**src/rtl/fetch_prefetch.sv**
```systemverilog
// Instruction fetch stage: issues sequential reads to a 1-cycle synchronous
// instruction memory and buffers the responses in a small prefetch queue that
// decode drains over a valid/ready handshake. Redirect and halt flush both the
// queue and any response still in flight.
module fetch_prefetch #(
  parameter int              PC_W     = 16,
  parameter int              INSTR_W  = 16,
  parameter int              DEPTH    = 4,
  parameter int              INC      = 1,
  parameter logic [PC_W-1:0] RESET_PC = '0
) (
  input  logic                       clk,
  input  logic                       rst,
  input  logic                       redir,
  input  logic [PC_W-1:0]            redir_pc,
  input  logic                       halt,
  input  logic [PC_W-1:0]            halt_pc,
  output logic                       imem_req,
  output logic [PC_W-1:0]            imem_addr,
  input  logic [INSTR_W-1:0]         imem_rdata,
  output logic                       out_valid,
  input  logic                       out_ready,
  output logic [INSTR_W-1:0]         out_instr,
  output logic [PC_W-1:0]            out_pc,
  output logic [PC_W-1:0]            out_pc_inc,
  output logic                       halted,
  output logic [$clog2(DEPTH+1)-1:0] occupancy
);

  localparam int              CW    = $clog2(DEPTH + 1);
  localparam int              AW    = $clog2(DEPTH);
  localparam logic [PC_W-1:0] INC_V = PC_W'(INC);

  typedef enum logic [1:0] {ST_START, ST_RUN, ST_HALTED} state_t;

  state_t              state, state_next;
  logic [PC_W-1:0]     fetch_pc;
  logic                inflight;
  logic [PC_W-1:0]     inflight_pc;
  logic [AW-1:0]       wr_ptr, rd_ptr;
  logic [CW-1:0]       count;
  logic [INSTR_W-1:0]  q_instr [DEPTH];
  logic [PC_W-1:0]     q_pc    [DEPTH];

  logic flush, room, enq, deq, head_valid;

  // Requests in flight count against capacity so a response always has a slot.
  assign room = ({1'b0, count} + {{CW{1'b0}}, inflight}) < (CW + 1)'(DEPTH);

  assign head_valid = (count != '0);
  assign enq        = inflight & ~flush;
  assign deq        = head_valid & out_ready & ~flush;

  // State register.
  always_ff @(posedge clk or negedge rst) begin
    if (!rst) state <= ST_START;
    else      state <= state_next;
  end

  // Next state, flush decision and issue gate; halt outranks redirect.
  always_comb begin
    state_next = state;
    flush      = 1'b0;
    imem_req   = 1'b0;
    case (state)
      ST_START: begin
        state_next = ST_RUN;
        if (halt) begin
          state_next = ST_HALTED;
          flush      = 1'b1;
        end else if (redir) begin
          flush = 1'b1;
        end
      end
      ST_RUN: begin
        if (halt) begin
          state_next = ST_HALTED;
          flush      = 1'b1;
        end else if (redir) begin
          flush = 1'b1;
        end else begin
          imem_req = room;
        end
      end
      default: ;
    endcase
  end

  // Fetch PC, in-flight tracking and queue pointers.
  always_ff @(posedge clk or negedge rst) begin
    if (!rst) begin
      fetch_pc    <= RESET_PC;
      inflight    <= 1'b0;
      inflight_pc <= '0;
      wr_ptr      <= '0;
      rd_ptr      <= '0;
      count       <= '0;
    end else begin
      inflight    <= imem_req;
      inflight_pc <= fetch_pc;
      if (flush) begin
        fetch_pc <= halt ? halt_pc : redir_pc;
        wr_ptr   <= '0;
        rd_ptr   <= '0;
        count    <= '0;
      end else begin
        if (imem_req) fetch_pc <= fetch_pc + INC_V;
        if (enq) wr_ptr <= wr_ptr + AW'(1);
        if (deq) rd_ptr <= rd_ptr + AW'(1);
        case ({enq, deq})
          2'b10:   count <= count + CW'(1);
          2'b01:   count <= count - CW'(1);
          default: count <= count;
        endcase
      end
    end
  end

  // Queue storage; only pointers need reset since reads are gated by count.
  always_ff @(posedge clk) begin
    if (enq) begin
      q_instr[wr_ptr] <= imem_rdata;
      q_pc[wr_ptr]    <= inflight_pc;
    end
  end

  assign imem_addr  = fetch_pc;
  assign out_valid  = head_valid;
  assign out_instr  = head_valid ? q_instr[rd_ptr] : '0;
  assign out_pc     = head_valid ? q_pc[rd_ptr] : '0;
  assign out_pc_inc = head_valid ? q_pc[rd_ptr] + INC_V : '0;
  assign halted     = (state == ST_HALTED);
  assign occupancy  = count;

endmodule

```
**config.mk**
```make
export PLATFORM = sky130hd
export DESIGN_NAME = fetch_prefetch
export DESIGN_NICKNAME = d
export VERILOG_FILES = /design/src/rtl/fetch_prefetch.sv
export SDC_FILE = /design/constraint.sdc
export NUM_CORES = 1
export LEC_CHECK = 0
export ABC_AREA = 1
export CAP_MARGIN = 20
export CORE_MARGIN = 2
export CORE_UTILIZATION = 51
export CTS_BUF_LIST = sky130_fd_sc_hd__clkbuf_8
export CTS_CLUSTER_DIAMETER = 150
export DETAILED_ROUTE_END_ITERATION = 16
export PLACE_DENSITY = 0.76
export SLEW_MARGIN = 20
export SYNTH_ARGS = -nofsm -noshare
export SYNTH_HDL_FRONTEND = slang
export SYNTH_SLANG_ARGS = --single-unit
```
**constraint.sdc**
```tcl
create_clock -name clk -period 4.11 [get_ports clk]
set_input_delay 1.0275 -clock clk [delete_from_list [all_inputs] [get_ports clk]]
set_output_delay 1.0275 -clock clk [all_outputs]
set_load 0.1 [all_outputs]
```
# Word-level counts from Yosys, hierarchy flattened

Memories as Yosys holds them, arrays and structs flattened.
Cells that the tools add are included.
W data, S select, Z words.

Add/sub/neg operators: 7
Equal/unequal tests: 5
Bitwise gates (word level): 4
Mux-type cells: 23
$lt $le $gt $ge: 1
Reduce and logical (&&, ||, !) cells: 9

Operators by type and width:

| cell                    | number |
|---|---|
| $mux W16                | 6 |
| $add A16 B1 Y16 const B | 2 |
| $mux W2                 | 6 |
| $mux W1                 | 8 |
| $reduce_bool A2 Y1      | 4 |
| $pmux W3 S2             | 1 |
| $reduce_bool A3 Y1      | 2 |
| $add A2 B1 Y2 const B   | 2 |
| $add A3 B1 Y4           | 1 |
| $eq A2 B1 Y1 const B    | 2 |
| $eq A2 B2 Y1 const B    | 2 |
| $lt A4 B3 Y1 const B    | 1 |
| $pmux W2 S2             | 1 |
| $add A3 B1 Y3 const B   | 1 |
| $and A1 B1 Y1           | 3 |
| $mux W3                 | 1 |
| $sub A3 B1 Y3 const B   | 1 |
| $logic_not A2 Y1        | 1 |
| $ne A2 B2 Y1 const B    | 1 |
| $reduce_and A2 Y1       | 1 |
| $reduce_or A2 Y1        | 1 |
| $not A1 Y1              | 1 |

Logic and storage cells: 58
RAM bits: 128
Register bits after elaboration: 42
Memories: 2

Memory list:

| memory  | words | width | read ports | clocked after memory_dff | write ports | line | source |
|---|---|---|---|---|---|---|---|
| q_instr | 4     | 16    | 1          | 0                        | 1           | 42   | `logic [INSTR_W-1:0] q_instr [DEPTH];` |
| q_pc    | 4     | 16    | 1          | 0                        | 1           | 43   | `logic [PC_W-1:0] q_pc [DEPTH];` |

# Longest topological paths before layout

Depth in word-level cells: 8
Gate-level depth with buffers: 13
Depth with buffers taken out: 11

# Worst setup path after synthesis

Ideal clock, no wire load.

Path type: reg2out
From: register count[0], in the netlist occupancy[0]
To: output port out_pc_inc[4]
Arrival: 4.418 ns
Setup slack: -1.335 ns
Cell stages (with the launch flop): 6
Data required time: 3.083 ns
Cell sequence: dfrtp_1 -> nor3_1 -> buf_2 -> nor2_1 -> a21oi_1 -> a21oi_1

Word-level cells in the longest chain between the ends: 2

RTL lines:

| element                | line | source |
|---|---|---|
| start, declared        | 41   | `logic [CW-1:0] count;` |
| start signal, assigned | 111  | `2'b10: count <= count + CW'(1);` |
| start signal, assigned | 112  | `2'b01: count <= count - CW'(1);` |
| start signal, assigned | 113  | `default: count <= count;` |
| $reduce_bool A3 Y1     | 50   | `assign head_valid = (count != '0);` |
| $mux W16               | 131  | `assign out_pc_inc = head_valid ? q_pc[rd_ptr] + INC_V : '0;` |
| end, declared          | 25   | `output logic [PC_W-1:0] out_pc_inc,` |

No other way between the ends.

# Worst setup path in the final report

From: register rd_ptr[0]
To: output port out_pc_inc[6]

Word-level cells in the longest chain between the ends: 3

RTL lines:

| element                | line | source |
|---|---|---|
| start, declared        | 40   | `logic [AW-1:0] wr_ptr, rd_ptr;` |
| start signal, assigned | 109  | `if (deq) rd_ptr <= rd_ptr + AW'(1);` |
| $mem_v2 Z4 W16         | --   |  |
| $add A16 B1 Y16        | 131  |  |
| $mux W16               | 131  |  |

No other way between the ends.

==> metrics.txt <==
First-pass DRT Iterations=5; Cells after DPL=1072; hold crit path type=flop to flop; CTS tree=built; # fillers=1059; DRT iter0 DRCs=469; Final Hold Viols=0; cts repair resizes=0; gpl congestion=0.858; Clock Root Buffer=clkbuf_8; Post-synth EDFFs=128; Final Instance Area=9970 um^2; final WL=16800 um; RR Startpoint=occupancy[0]$_DFFE_PN0P_; total core area=14600 um^2; Synth Flop Type=edfxtp_1; WL/cell=15.2 um; largest net degree at the start of global routing=66; Final nets=967; register area=4900 um^2; clock-pin slew on the worst setup and hold paths=0.09 ns; crit share post-route=92.6%; CTS max path bufs=2; Worst EP required=3.08 ns; r2r setup slk=1.54 ns; status=completed; Hold Path Stages=0; Skew-Pair Late Insertion Delay=0.45 ns; initial antenna violation count=0; via/cell ratio=5.31; Global Route Usage Sum=21.8%; Post-DP Area=9600 um^2; ANT cells=0; HP Start=imem_addr[4]$_DFFE_PN0P_; worst-path fanout max=65; FF-to-FF path depth=11; Port Buf Inserts=122; multi-input logic area=2450 um^2; Critical Path Start=rd_ptr[0]$_DFFE_PN0P_; H-Tree Depth=4; sequential fraction of the synthesis area=63.4%; f_max=263 MHz; Post-CTS Repair Setup Buffers=0; antenna viol nets, final=0; worst-margin pin slew=1.00 ns; die height=127 um; asr flop ratio synth=24.7%; Final setup viols=0; Top Ports=123; Synth Area per Inst=9.85 um^2; Cell Area, Synth=7720 um^2; synthesized flop and latch total=170; Syn Inst Count=784; Yosys warnings=0; Min Hold Slack=0.470 ns; area grow syn2layout=29.1%; Reg-to-Reg End=occupancy[2]$_DFFE_PN0P_; worst hold endpoint=inflight_pc[4]$_DFF_PN0_; CTS sink count=170; fin. max-slew vios=0; post-DP HPWL=11300 um; Worst Path Arrival=2.78 ns; share of cells above drive strength 1=15.4%; Worst slew margin=32.9%; TritonCTS buffer count=17; Placement Rows=44; Initial Utilization=52.8%; Non-Filler Instances=1104; vias in the first global route=5627; vias=5862; RSZ-0062 raised after global routing=false; Setup CP Type=flop to output pin; Startpoint Class=flop; Distinct cells, synth=36; # DRC=0; Synth Net Count=844; Worst setup EP type=output pin; Die W=127 um; Die Area=16100 um^2; Hold-fix buffers, CTS=0; Min Clock Period, post-route=3.81 ns; grt ovf=0; global-route wire length before repair=27700 um; Max-cap violations=0; clk_skew=0.0119 ns
[state kept, by name, summed over array words and instances, names as in the netlist]
register     count
inflight         1
rd_ptr           2
imem_addr       16
occupancy        3
q_pc            64
state            2
wr_ptr           2
inflight_pc     16
q_instr         64
[cells in the mapped netlist, types with 9 or more instances]
master	n	area [um^2]
a21oi_1	36	180
buf_2	11	55.1
dfrtp_1	42	1050
edfxtp_1	128	3840
inv_1	49	184
nand2_1	177	664
nand2_2	9	56.3
nand3_1	56	280
nor2_1	142	533
nor2_2	10	62.6
nor3_1	9	45.0
o21ai_0	53	265
[worst max-delay path by stage]
stage / endpoint / slack [ns] / depth (start not counted)
after global routing: out_pc_inc[10] / 0.04 / 13
after global placement: imem_req / 0.83 / 5
final: out_pc_inc[6] / 0.30 / 10
after CTS: out_pc_inc[6] / 0.29 / 10
after floorplan: out_pc_inc[11] / -0.46 / 7
after detailed placement: out_pc_inc[6] / 0.80 / 10
[per-layer routing]
metal	share of wire (%)	GRT usage, %	vias to the layer above
met3	8.7	6.49	22
met4	1.1	5.17	0
met2	48	36.2	255
met1	42	28.7	2731
met5	0	0	-
li1	-	-	2854
[cell type report]
type / count / area share [%]
Inverter: 54 / 2.03
Clock buffer: 17 / 2.35
Multi-Input combinational cell: 526 / 24.6
Sequential cell: 170 / 49.1
Clock inverter: 15 / 1.38
Tap cell: 184 / 2.31
Timing Repair Buffer: 138 / 18.3
[stage by stage]
| stage | util, % | TNS (ns) | setup slack, ns |
|---|---|---|---|
| final | 68.1 | 0 | 0.303 |
| after floorplan | - | -1.87 | -0.463 |
| after global routing | 68.1 | 0 | 0.0358 |
| after global placement | 65.6 | 0 | 0.835 |
| after CTS | 68.1 | 0 | 0.290 |
| after detailed placement | 65.6 | 0 | 0.798 |
[worst max-delay path, stage by stage (launching register included)]
cell	delay (ns)
dfrtp_2	0.37
buf_4	0.55
nand2_1	0.16
nand3_1	0.14
nand2_1	0.12
ha_1	0.25
nand2_1	0.10
nor2_2	0.08
xor2_1	0.16
nor2_1	0.19
buf_12	0.20
[layout by cell type (no fill, tap or decap), types with 6 or more instances in the layout]
cell type	instances
clkdlybuf4s50_1	71
dfrtp_1	41
nor2_2	22
xor2_1	6
nand2_2	9
nor3_1	8
o21ai_0	53
a21oi_1	35
nand3_1	56
buf_4	17
ha_1	6
buf_12	49
nor2_1	130
nand2_1	177
edfxtp_1	128
inv_1	49
clkbuf_8	17
[kinds of logic (layout without fill, tap and decap cells)]
| family | Yosys count | in the layout | share of synthesized area (%) |
|---|---|---|---|
| mux | 1 | 1 | 0.130 |
| xor+xnor | 7 | 7 | 0.794 |
| flops | 170 | 170 | 63.4 |
| compound gates | 99 | 99 | 6.75 |
| fa+ha+maj | 7 | 7 | 1.23 |
| buf+inv | 88 | 224 | 5.43 |
| simple gates | 412 | 412 | 22.3 |
Power is not shown: default switching activity piles up to over one toggle a cycle in this logic, so the estimate is an artifact.
